**config.mk**
```make
export PLATFORM = sky130hd
export DESIGN_NAME = uart_tx_arbiter
export DESIGN_NICKNAME = d
export VERILOG_FILES = /design/src/rtl/uart_arb_pkg.sv /design/src/rtl/uart_rr_pick.sv /design/src/rtl/uart_tx_arbiter.sv
export SDC_FILE = /design/constraint.sdc
export NUM_CORES = 1
export LEC_CHECK = 0
export CORE_ASPECT_RATIO = 0.7
export CORE_MARGIN = 2
export CORE_UTILIZATION = 51
export CTS_BUF_LIST = sky130_fd_sc_hd__clkbuf_4
export DETAILED_ROUTE_END_ITERATION = 12
export PLACE_DENSITY = 0.93
export SYNTH_ARGS = -nofsm -noshare
export SYNTH_HDL_FRONTEND = slang
export SYNTH_SLANG_ARGS = --single-unit
```
**constraint.sdc**
```tcl
create_clock -name clk -period 4.84 [get_ports clk]
set_input_delay 0.484 -clock clk [delete_from_list [all_inputs] [get_ports clk]]
set_output_delay 0.484 -clock clk [all_outputs]
set_load 0.02 [all_outputs]
```
**src/rtl/uart_arb_pkg.sv**
```systemverilog
// uart_arb_pkg: shared state type and default sizing for the UART transmit arbiter
package uart_arb_pkg;

    typedef enum logic {
        IDLE,
        GRANT
    } arb_state_t;

    localparam int DEF_NUM_REQ    = 4;
    localparam int DEF_DATA_WIDTH = 8;
    localparam int DEF_MAX_BURST  = 16;

endpackage

```
**src/rtl/uart_rr_pick.sv**
```systemverilog
// uart_rr_pick: combinational round-robin selector, search starts one past the pointer
module uart_rr_pick #(
    parameter int NUM_REQ = 4
) (
    input  logic [NUM_REQ-1:0]         req_i,
    input  logic [$clog2(NUM_REQ)-1:0] ptr_i,
    output logic [NUM_REQ-1:0]         gnt_o,
    output logic [$clog2(NUM_REQ)-1:0] idx_o,
    output logic                       any_o
);

    localparam int IW = $clog2(NUM_REQ);

    // scan offsets from farthest to nearest so the nearest valid requester after the pointer wins
    always_comb begin
        gnt_o = '0;
        idx_o = '0;
        any_o = |req_i;
        for (int k = NUM_REQ; k > 0; k--) begin
            if (req_i[(int'(ptr_i) + k) % NUM_REQ]) begin
                gnt_o = '0;
                gnt_o[(int'(ptr_i) + k) % NUM_REQ] = 1'b1;
                idx_o = IW'((int'(ptr_i) + k) % NUM_REQ);
            end
        end
    end

endmodule

```
**src/rtl/uart_tx_arbiter.sv**
```systemverilog
// uart_tx_arbiter: round-robin sharing of one UART transmitter input among several requesters
module uart_tx_arbiter
    import uart_arb_pkg::*;
#(
    parameter int NUM_REQ    = DEF_NUM_REQ,
    parameter int DATA_WIDTH = DEF_DATA_WIDTH,
    parameter int MAX_BURST  = DEF_MAX_BURST
) (
    input  logic                          clk,
    input  logic                          rstn,
    input  logic [NUM_REQ-1:0]            req_valid,
    input  logic [NUM_REQ*DATA_WIDTH-1:0] req_data,
    input  logic [NUM_REQ-1:0]            req_last,
    output logic [NUM_REQ-1:0]            req_ready,
    output logic                          tx_valid,
    output logic [DATA_WIDTH-1:0]         tx_data,
    input  logic                          tx_ready,
    output logic [$clog2(NUM_REQ)-1:0]    grant_id,
    output logic                          busy
);

    localparam int IW = $clog2(NUM_REQ);
    localparam int CW = $clog2(MAX_BURST) + 1;

    arb_state_t            state_q, state_d;
    logic [IW-1:0]         grant_q, grant_d;
    logic [IW-1:0]         last_q, last_d;
    logic [NUM_REQ-1:0]    oh_q, oh_d;
    logic [CW-1:0]         cnt_q, cnt_d;
    logic                  txv_q, txv_d;
    logic [DATA_WIDTH-1:0] txd_q, txd_d;

    logic [NUM_REQ-1:0]    pick_gnt;
    logic [IW-1:0]         pick_idx;
    logic                  pick_any;
    logic                  can_take;
    logic                  accept;
    logic                  release_now;
    logic [DATA_WIDTH-1:0] beat;

    uart_rr_pick #(
        .NUM_REQ(NUM_REQ)
    ) u_pick (
        .req_i(req_valid),
        .ptr_i(last_q),
        .gnt_o(pick_gnt),
        .idx_o(pick_idx),
        .any_o(pick_any)
    );

    // the output register can take a beat when empty or draining this cycle
    assign can_take    = (state_q == GRANT) && (!txv_q || tx_ready);
    assign req_ready   = can_take ? oh_q : '0;
    assign accept      = |(req_valid & req_ready);
    assign beat        = req_data[int'(grant_q)*DATA_WIDTH +: DATA_WIDTH];
    assign release_now = accept && (req_last[grant_q] || (cnt_q + CW'(1) == CW'(MAX_BURST)));

    assign tx_valid = txv_q;
    assign tx_data  = txd_q;
    assign grant_id = grant_q;
    assign busy     = (state_q == GRANT);

    // arbitration in IDLE, beat counting and release in GRANT, output register fill/drain
    always_comb begin
        state_d = state_q;
        grant_d = grant_q;
        last_d  = last_q;
        oh_d    = oh_q;
        cnt_d   = cnt_q;
        txv_d   = accept ? 1'b1 : (tx_ready ? 1'b0 : txv_q);
        txd_d   = accept ? beat : txd_q;
        if (state_q == IDLE) begin
            state_d = pick_any ? GRANT : IDLE;
            grant_d = pick_any ? pick_idx : grant_q;
            oh_d    = pick_any ? pick_gnt : oh_q;
            cnt_d   = pick_any ? '0 : cnt_q;
        end else begin
            cnt_d   = accept ? cnt_q + CW'(1) : cnt_q;
            state_d = release_now ? IDLE : GRANT;
            last_d  = release_now ? grant_q : last_q;
        end
    end

    // state and datapath registers; reset drops any held beat and grant
    always_ff @(posedge clk or negedge rstn) begin
        if (!rstn) begin
            state_q <= IDLE;
            grant_q <= '0;
            last_q  <= IW'(NUM_REQ - 1);
            oh_q    <= '0;
            cnt_q   <= '0;
            txv_q   <= 1'b0;
            txd_q   <= '0;
        end else begin
            state_q <= state_d;
            grant_q <= grant_d;
            last_q  <= last_d;
            oh_q    <= oh_d;
            cnt_q   <= cnt_d;
            txv_q   <= txv_d;
            txd_q   <= txd_d;
        end
    end

endmodule
```
After elaboration in Yosys (flattened, before gate mapping)
Index checks and enable logic that the tools add are counted. W data, S select, Z words.

$add $sub $neg: 5. $lt $le $gt $ge: 9. Eq/ne operators: 2. Shift operators: 1. Multiplexer cells: 39. Bitwise gates (word level): 6. Reductions and logical operators: 20.

Operator list (count): $shiftx A32 B6 Y8 (1); $mux W4 (5); $mux W1 (18); $lt A3 B4 Y1 const B (4); $mux W5 (3); $ge A3 B1 Y1 const B (4); $bmux W1 S2 (5); $demux W1 S2 (4); $mux W2 (4); $reduce_or A2 Y1 (4); $reduce_or A4 Y1 (2); $logic_and A1 B1 Y1 (6); $reduce_and A2 Y1 (3); $add A5 B1 Y5 const B (1); $eq A5 B5 Y1 const B (1); $add A2 B1 Y2 const B (2); $add A2 B2 Y2 const B (2); $and A1 B1 Y1 const A (4); $and A4 B4 Y4 (1); $reduce_bool A2 Y1 (2); $lt A2 B3 Y1 const B (1); $logic_or A1 B1 Y1 (2); $ne A2 B1 Y1 const B (1); $logic_not A1 Y1 (1); $not A1 Y1 (1).

Bits in registers: 23. Bits of input ports: 43. Output and inout port bits: 16. Word-level logic and storage cells: 89.

Logic depth before layout (Yosys ltp)
Gate-level depths: netlist (run 1).

Depth in word-level cells: 11. Gate-level depth with buffers: 8. Gate-level depth less buffers: 7.

Cells and area by module
Synthesis (run 1) repeated with hierarchy kept, for this count alone.

Cells, all modules: 151. Area total of the unflattened synthesis: 1662.8 µm².

Modules (own cells, without submodules): uart_tx_arbiter (instances 1, cells each 101, area an instance 1242.4 µm², sequential area each 578.1 µm²); uart_rr_pick (instances 1, cells each 50, area an instance 420.4 µm², sequential area each 0.0 µm²).

Worst setup path after synthesis (run 1)
No wires, ideal clock.

Path kind: register to register. From: register last_q[1]. To: register oh_q[2]. Library setup time: 0.130 ns. Arrival time: 2.047 ns. Required time: 4.710 ns. Path slack: 2.663 ns. Cell stages (with the launch flop): 8. Path buffers: 1. Clock period less this slack: 2.177 ns. Cells stage by stage: dfstp_2 -> buf_4 -> inv_1 -> ha_1 -> mux4_2 -> nor2b_4 -> a222oi_1 -> a21oi_1.

Cells in the longest elaborated chain, start to end: 11. Elaborated cells between the ends (all ways): 48. Classes of those cells: add/sub: 4; order compare: 8; mux: 24; bitwise: 4; reduce/logical: 8.

RTL lines: from (decl) (line uart_tx_arbiter.sv:27) `logic [IW-1:0] last_q, last_d;`; from (signal assigned) (line uart_tx_arbiter.sv:89) `last_q <= IW'(NUM_REQ - 1);`; from (signal assigned) (line uart_tx_arbiter.sv:97) `last_q <= last_d;`; $add A2 B1 Y2 (line uart_rr_pick.sv:20, uart_rr_pick.sv:22); $reduce_or A2 Y1 (no source line); $and A1 B1 Y1 (no source line); $lt A3 B4 Y1 (not written as such) or $ge A3 B1 Y1 (tied branches) (line uart_rr_pick.sv:22) `gnt_o[(int'(ptr_i) + k) % NUM_REQ] = 1'b1;`; $logic_and A1 B1 Y1 (not written as such) (line uart_rr_pick.sv:22); $mux W1 (not written as such) (line uart_rr_pick.sv:22); $demux W1 S2; $mux W4 (3 in a row) (line uart_rr_pick.sv:20) `if (req_i[(int'(ptr_i) + k) % NUM_REQ]) begin`; $mux W4 (*) (line uart_rr_pick.sv:20); to (signal assigned) (line uart_tx_arbiter.sv:98) `oh_q <= oh_d;`; to (decl) (line uart_tx_arbiter.sv:28) `logic [NUM_REQ-1:0] oh_q, oh_d;`.

Every way passes the cells marked *; elsewhere a longest branch is shown, timed or not. The select of a mux whose other input is x is not followed. A chain may end at the register's enable or synchronous reset.

Final worst setup path (run 1)
From: register last_q[0]. To: register oh_q[2].

The elaborated chain is that of the path after synthesis.

==> results of run 1 <==
-- metal layers --
| layer | global-route usage, % | vias to the layer above |
|---|---|---|
| met1 | 35.2 | 777 |
| met2 | 44.0 | 86 |
| met4 | 4.24 | 0 |
| met5 | 0 | - |
| li1 | - | 691 |
| met3 | 5.19 | 12 |
-- layout make-up --
cell class	count	share of cell area [%]
clock buffers	3	0.983
multi-input cells	113	45.0
flip-flops and latches	23	25.2
well taps	38	2.07
repair buffers	59	25.7
clock inverters	1	0.218
inverters	5	0.819
-- through the flow --
step                instance area [µm²]  total power [W]  hold slack, ns
floorplan                          1720         0.000986           0.188
global placement                   2260          0.00122           0.489
detailed placement                 2260          0.00128           0.495
CTS                                2290          0.00137           0.525
global route                       2290          0.00147           0.544
finish                             2290          0.00138           0.522
-- cells by family after synthesis --
kind of cell    Yosys count
buf+inv                  16
flops                    23
fa+ha+maj                 9
mux                      27
compound gates           37
simple gates             38
xor+xnor                  2
-- power breakdown --
part / internal, W / switching (W)
sequential: 0.000291 / 0.000149
clock: 0.0000311 / 0.0000644
combinational: 0.000446 / 0.000399
total: 0.000769 / 0.000612
-- layout by cell type (no fill, tap or decap), drive strengths merged, types with 4 or more instances in the layout --
cell / n
nand2: 7
nand3: 8
or3: 4
inv: 5
mux2: 13
clkdlybuf4s50: 58
and3: 4
mux4: 11
a21oi: 7
dfrtp: 21
o21ai: 11
ha: 9
-- worst min path at each step --
stage / from / end / slack (ns)
3_3_place_gp: tx_data[0] / tx_data[0] / 0.49
3_5_place_dp: tx_data[0] / tx_data[0] / 0.49
4_1_cts: tx_data[0] / tx_data[0] / 0.52
6_report: tx_data[0] / tx_data[0] / 0.52
2_1_floorplan: rstn / busy / 0.19
5_1_grt: tx_data[0] / tx_data[0] / 0.54
-- sequential cells by signal, summed over array words and instances (netlist names) --
signal and cells:
oh_q 4, cnt_q 5, tx_data 8, grant_id 2, tx_valid 1, busy 1, last_q 2
==> out/metrics.cfg, run 1 <==
[die]
core_region_area_mm2=0.00319
start_util_pct=53.8
io-pin-count=59
dieArea_mm2=0.00386
core.rowCount=17
die_h_um=52.6
die_w_um=73.4

[synth]
synth-xor-area-share_pct=1.02
yosys-top-cells-count=dfrtp_1 (21), mux2_2 (11), mux4_2 (11), o21ai_0 (11), ha_1 (9)
synthArstFlopShare_pct=100
synth_mux_area_share_pct=25.1
syn_inst=152
yosys.area_share.simple_pct=12.7
yosysMostFrequentCell=dfrtp_1
synth_edf_count=0
synth_compound_area_share_pct=14.6
ys_ff_latch=23
avgSynthCellArea_um2=11.3
synth_top_cell_by_area=dfrtp_1
synthAdderAreaFrac_pct=6.55
ys.warnings.count=0
yosysTopAreaCellShare_pct=30.6
syn_area_mm2=0.00172
ys_top_cells_by_area=dfrtp_1 (31%), mux4_2 (14%), mux2_2 (7.2%)
ys_dominant_reg_cell=dfrtp_1
synth_nets=204
seq_area_frac_synth_pct=33.6
synth_top_family_by_area=multiplexers
synth_cell_type_count=45

[clocking]
hold_buffers=0
numCtsBuffers=3
postCtsSetupRepairBufs=0
clk_latency_ns=0.33
htreeDepth=1
ctsRootBufferMaster=clkbuf_4
ctsResizeCount=0
clkTransAtPathRegs_ns=0.13
clock-sinks=23
cts_tree=done
cts_buffer_depth=2

[drt]
dr.pass1.iters=5
wl_met3_um=308
dr_wl_met2_um=2500
wl_per_cell_um=19.5
drtIter0Drc=264
drc=0
via_per_inst=6.47
vias=1566
maxUsedRoutingLayer=met4
wl_met1_um=1850
routed_wirelength_um=4730
ant_nets=0

[sta]
max-slew-margin-rel_pct=33.9
setup_viol=0
tns_ns=0
max_slew.worst_pin.slew_ns=0.988
period_needed_ns=2.59
rsz0062_at_grt=false
worst_slack_ns=2.25
slew_violations=0
hold_viol_final=0
finalCritPeriodShare_pct=53.6
skew_ns=0.00270
fmax_mhz=386

[critical_path]
startpoint=last_q[0]
reg2reg_depth=6
rrSetupSlack_ns=2.25
r2r_end=oh_q[2]
path_cells=inv_1 > ha_1 > mux4_2 > nor2b_4 > a222oi_1 > a21oi_1
rr_startpoint=last_q[0]
cp-endpoint=oh_q[2]
arrival_ns=2.81
cp_num_cells=6
cpLargestDelayFamily=flip-flops
cp.buffers_inverters=1
slowest_delay_ns=0.76
crit_path_end_kind=flop
critPathKind=reg -> reg
critPathLaunchType=flop
path_max_fanout=17
cp.required_ns=5.06
cp_slowest_cell=dfstp_2

[layout]
nNetsFinal=257
postLayoutCoreUtil_pct=71.8
area_growth_pct=33.4
diodes=0
multi_input_area_mm2=0.00103
regArea_um2=578
layout.cells.non_filler=242
nFillCells=225
drive_above_1_share_pct=18.1

[hold_path]
holdPathStages=1
hp-class=reg -> reg

[global_route]
grt_usage_pct=25.9
grt_pass1_vias=1449
grt_first_pass_wirelength_um=7380
grt_overflow_total=0
grt_max_degree=24
antenna_found_initial=0

[power_and_ir_drop]
power_density_mw_per_mm2=602
max-vdd-ir-drop_mv=0.287
p_leak_nw=0.907

[status]
status=finished clean

[placement]
dp_hpwl_um=3750
io_buffers=58
post-place-ws_ns=2.29
dp_cells=238
place_congestion=0.986

[flow_run]
cap_violations=0

(Power assumes the default switching activity.)
==> run 2, diff against run 1 <==
CORE_UTILIZATION = 47   (was 51)
PLACE_DENSITY = 0.87   (was 0.93)
clock period = 2.45 ns   (was 4.84 ns; I/O delays follow)
==> out/metrics.cfg, run 2 (same netlist as run 1, synthesis figures left out) <==
[die]
die_w_um=76.3
dieArea_mm2=0.00416
core.rowCount=18
io-pin-count=59
start_util_pct=48.9
die_h_um=54.6
core_region_area_mm2=0.00351

[clocking]
ctsResizeCount=0
cts_tree=done
ctsRootBufferMaster=clkbuf_4
clock-sinks=23
clk_latency_ns=0.31
cts_buffer_depth=2
hold_buffers=0
numCtsBuffers=3
htreeDepth=1
clkTransAtPathRegs_ns=0.12
postCtsSetupRepairBufs=0

[layout]
nNetsFinal=264
layout_commonest_cell=clkdlybuf4s50_1
layout_common_cells=clkdlybuf4s50_1 (58), dfrtp_1 (21), mux4_2 (11), mux2_2 (11), o21ai_0 (11)
diodes=0
nFillCells=299
drive_above_1_share_pct=20.9
area_growth_pct=37.4
layout.cells.non_filler=261
largest_reg_flops=8

[power_and_ir_drop]
p_leak_nw=0.940
max-vdd-ir-drop_mv=0.702
power_density_mw_per_mm2=1160

[drt]
wl_per_cell_um=15.6
drc=0
dr.pass1.iters=4
ant_nets=0
via_per_inst=5.85
drtIter0Drc=229
vias=1528
routed_wirelength_um=4070

[sta]
rsz0062_at_grt=false
finalCritPeriodShare_pct=86.6
fmax_mhz=471
max_slew.worst_pin.slew_ns=0.527
max-slew-margin-rel_pct=64.8
slew_violations=0
setup_viol=0
period_needed_ns=2.12
tns_ns=0
hold_viol_final=0
worst_slack_ns=0.328
skew_ns=0.00384

[critical_path]
cp.required_ns=2.65
reg2reg_depth=6
rr_startpoint=last_q[0]
path_max_fanout=6
rrSetupSlack_ns=0.33
r2r_end=oh_q[3]
crit_path_end_kind=flop
critPathLaunchType=flop
critPathKind=reg -> reg
arrival_ns=2.32

[hold_path]
hp-class=in -> async

[placement]
post-place-ws_ns=0.241
dp_cells=257
dp_hpwl_um=3200
io_buffers=58
place_congestion=0.837

[global_route]
antenna_found_initial=0
grt_usage_pct=20.5
grt_overflow_total=0
grt_first_pass_wirelength_um=6630
grt_max_degree=24
grt_pass1_vias=1354

[flow_run]
cap_violations=0

[status]
status=finished clean

run 2: changes by cell type in the layout (fill, tap and decap cells not counted), sizes merged:
cell	change
buf	+7
run 2: layout make-up:
| class | count | area, µm² | area share [%] |
|---|---|---|---|
| clock buffer | 3 | 22.5 | 0.954 |
| clock inverter | 1 | 5.00 | 0.212 |
| inverter | 5 | 18.8 | 0.795 |
| multi-input combinational | 113 | 1030 | 43.7 |
| sequential | 23 | 578 | 24.5 |
| tap | 50 | 62.6 | 2.65 |
| timing repair buffer | 66 | 641 | 27.1 |
run 2: per-layer routing:
| layer | global-route usage (%) | vias to the layer above | wire [µm] |
|---|---|---|---|
| met5 | 0 | - | 0 |
| met4 | 3.33 | 0 | 40 |
| met3 | 5.12 | 7 | 397 |
| met2 | 33.3 | 79 | 1890 |
| met1 | 28.8 | 735 | 1740 |
| li1 | - | 707 | - |
run 2: worst max-delay path by stage:
| stage | from | to | slack [ns] | cells past startpoint |
|---|---|---|---|---|
| 5_1_grt | last_q[0] | oh_q[2] | 0.23 | 6 |
| 4_1_cts | last_q[0] | oh_q[3] | 0.33 | 6 |
| 2_1_floorplan | last_q[1] | oh_q[2] | 0.27 | 7 |
| 3_5_place_dp | req_valid[3] | oh_q[3] | 0.24 | 6 |
| 3_3_place_gp | req_valid[3] | oh_q[3] | 0.26 | 5 |
| 6_report | last_q[0] | oh_q[3] | 0.33 | 6 |
run 2: report_power, final:
group          total, W  internal (W)  switching, W
Combinational   0.00182      0.000941      0.000876
Clock          0.000173     0.0000611      0.000112
Sequential     0.000744      0.000574      0.000170
Total           0.00273       0.00158       0.00116
run 2: metrics by stage:
| step | hold WS (ns) | total power, W | utilization (%) | instance area (µm²) |
|---|---|---|---|---|
| floorplan | -0.0506 | 0.00195 | - | 1720 |
| global placement | 0.488 | 0.00252 | 66.4 | 2330 |
| detailed placement | 0.498 | 0.00256 | 66.4 | 2330 |
| CTS | 0.281 | 0.00274 | 67.2 | 2360 |
| global route | 0.304 | 0.00294 | 67.2 | 2360 |
| finish | 0.276 | 0.00273 | 67.2 | 2360 |
run 2: worst max-delay path, cell delays in order (launching register included):
cell and delay [ns]:
dfstp_2 0.55, inv_1 0.05, ha_1 0.40, mux4_2 0.42
nor2b_4 0.18, a222oi_1 0.30, a21oi_1 0.11
==> run 3, diff against run 2 <==
CAP_MARGIN = 20   (was default)
CORE_UTILIZATION = 40   (was 47)
PLACE_DENSITY = 0.76   (was 0.87)
SKIP_CTS_REPAIR_TIMING = 1   (was default)
==> out/metrics.cfg, run 3 (same netlist as run 1, synthesis figures left out) <==
[critical_path]
cp.required_ns=2.66
crit_path_end_kind=flop
path_max_fanout=12
arrival_ns=2.47
critPathKind=reg -> reg
critPathLaunchType=flop
rrSetupSlack_ns=0.19

[sta]
tns_ns=0
max-slew-margin-rel_pct=66.4
rsz0062_at_grt=false
max_slew.worst_pin.slew_ns=0.502
finalCritPeriodShare_pct=92.3
skew_ns=0.00592
slew_violations=0
period_needed_ns=2.26
worst_slack_ns=0.189
hold_viol_final=0
fmax_mhz=442
setup_viol=0

[drt]
routed_wirelength_um=4450
ant_nets=0
drtIter0Drc=127
drc=0
via_per_inst=5.60
vias=1467
wl_per_cell_um=17.0
dr.pass1.iters=4

[die]
core_region_area_mm2=0.00402
io-pin-count=59
die_w_um=82.3
die_h_um=58.8
dieArea_mm2=0.00484
start_util_pct=42.8
core.rowCount=19

[power_and_ir_drop]
power_density_mw_per_mm2=1160
p_leak_nw=0.936
max-vdd-ir-drop_mv=0.697
total_power_w=0.00272

[global_route]
gr-max-usage-layer=met1
gr-usage-met2_pct=28.2
grt_pass1_vias=1383
antenna_found_initial=0
grt_max_degree=24
gr-usage-met1_pct=29.4
grt_usage_pct=19.1
grt_use_met3_pct=3.53
grt_first_pass_wirelength_um=7020
grt_overflow_total=0

[layout]
drive_above_1_share_pct=20.5
diodes=0
layout.cells.non_filler=262
layout_commonest_cell=clkdlybuf4s50_1
nNetsFinal=263
area_growth_pct=37.1
largest_reg_flops=8
layout_common_cells=clkdlybuf4s50_1 (58), dfrtp_1 (21), mux4_2 (11), mux2_2 (11), o21ai_0 (11)

[placement]
dp_cells=258
dp_hpwl_um=3500
place_congestion=0.868
io_buffers=58
post-place-ws_ns=0.257

[flow_run]
cap_violations=0

[clocking]
cts_tree=done
htreeDepth=1
clkTransAtPathRegs_ns=0.13
clock-sinks=23
clk_latency_ns=0.32
cts_buffer_depth=2
numCtsBuffers=3
ctsRootBufferMaster=clkbuf_4

[status]
status=finished clean

[hold_path]
hp-class=in -> async

[run 3: changes by cell type in the layout (fill, tap and decap cells not counted)]
cell / change
buf_4: -1
[run 3: area by class of cell]
class,instances,area (µm²)
Clock buffer,3,22.5
Clock inverter,1,5.00
Fill cell,345,1660
Inverter,5,18.8
Multi-Input combinational cell,113,1030
Sequential cell,23,578
Tap cell,52,65.1
Timing Repair Buffer,65,633
[run 3: where the power goes]
| part | switching, W | total, W | internal [W] |
|---|---|---|---|
| logic | 0.000875 | 0.00181 | 0.000930 |
| registers | 0.000165 | 0.000740 | 0.000576 |
| clock network | 0.000118 | 0.000179 | 0.0000611 |
[run 3: per-stage QoR]
step                      util (%)  area, µm²  hold slack, ns
after floorplan                  -       1720         -0.0506
after global placement        57.9       2330           0.488
after global routing          58.6       2350           0.275
final                         58.6       2350           0.259
after detailed placement      57.9       2330           0.494
after CTS                     58.6       2350           0.258
[run 3: critical path, stage by stage (launching register included)]
cell,delay (ns)
dfstp_2,0.70
inv_1,0.09
ha_1,0.33
mux4_2,0.39
nor2b_4,0.17
a222oi_1,0.34
a21oi_1,0.12
[run 3: worst paths after layout]
check,cells past startpoint,startpoint,end
worst max-delay path,6,last_q[1],oh_q[2]
worst min-delay path,2,rstn,cnt_q[2]
worst max register to register,6,last_q[1],oh_q[2]
worst min register to register,1,tx_data[3],tx_data[3]
max in group asynchronous,2,rstn,last_q[1]
min in group clk,1,tx_data[3],tx_data[3]
[run 3: layer usage]
| metal | wire length (µm) | up-vias |
|---|---|---|
| li1 | - | 704 |
| met1 | 2150 | 710 |
| met2 | 2060 | 49 |
| met3 | 210 | 4 |
| met4 | 31 | 0 |
| met5 | 0 | - |
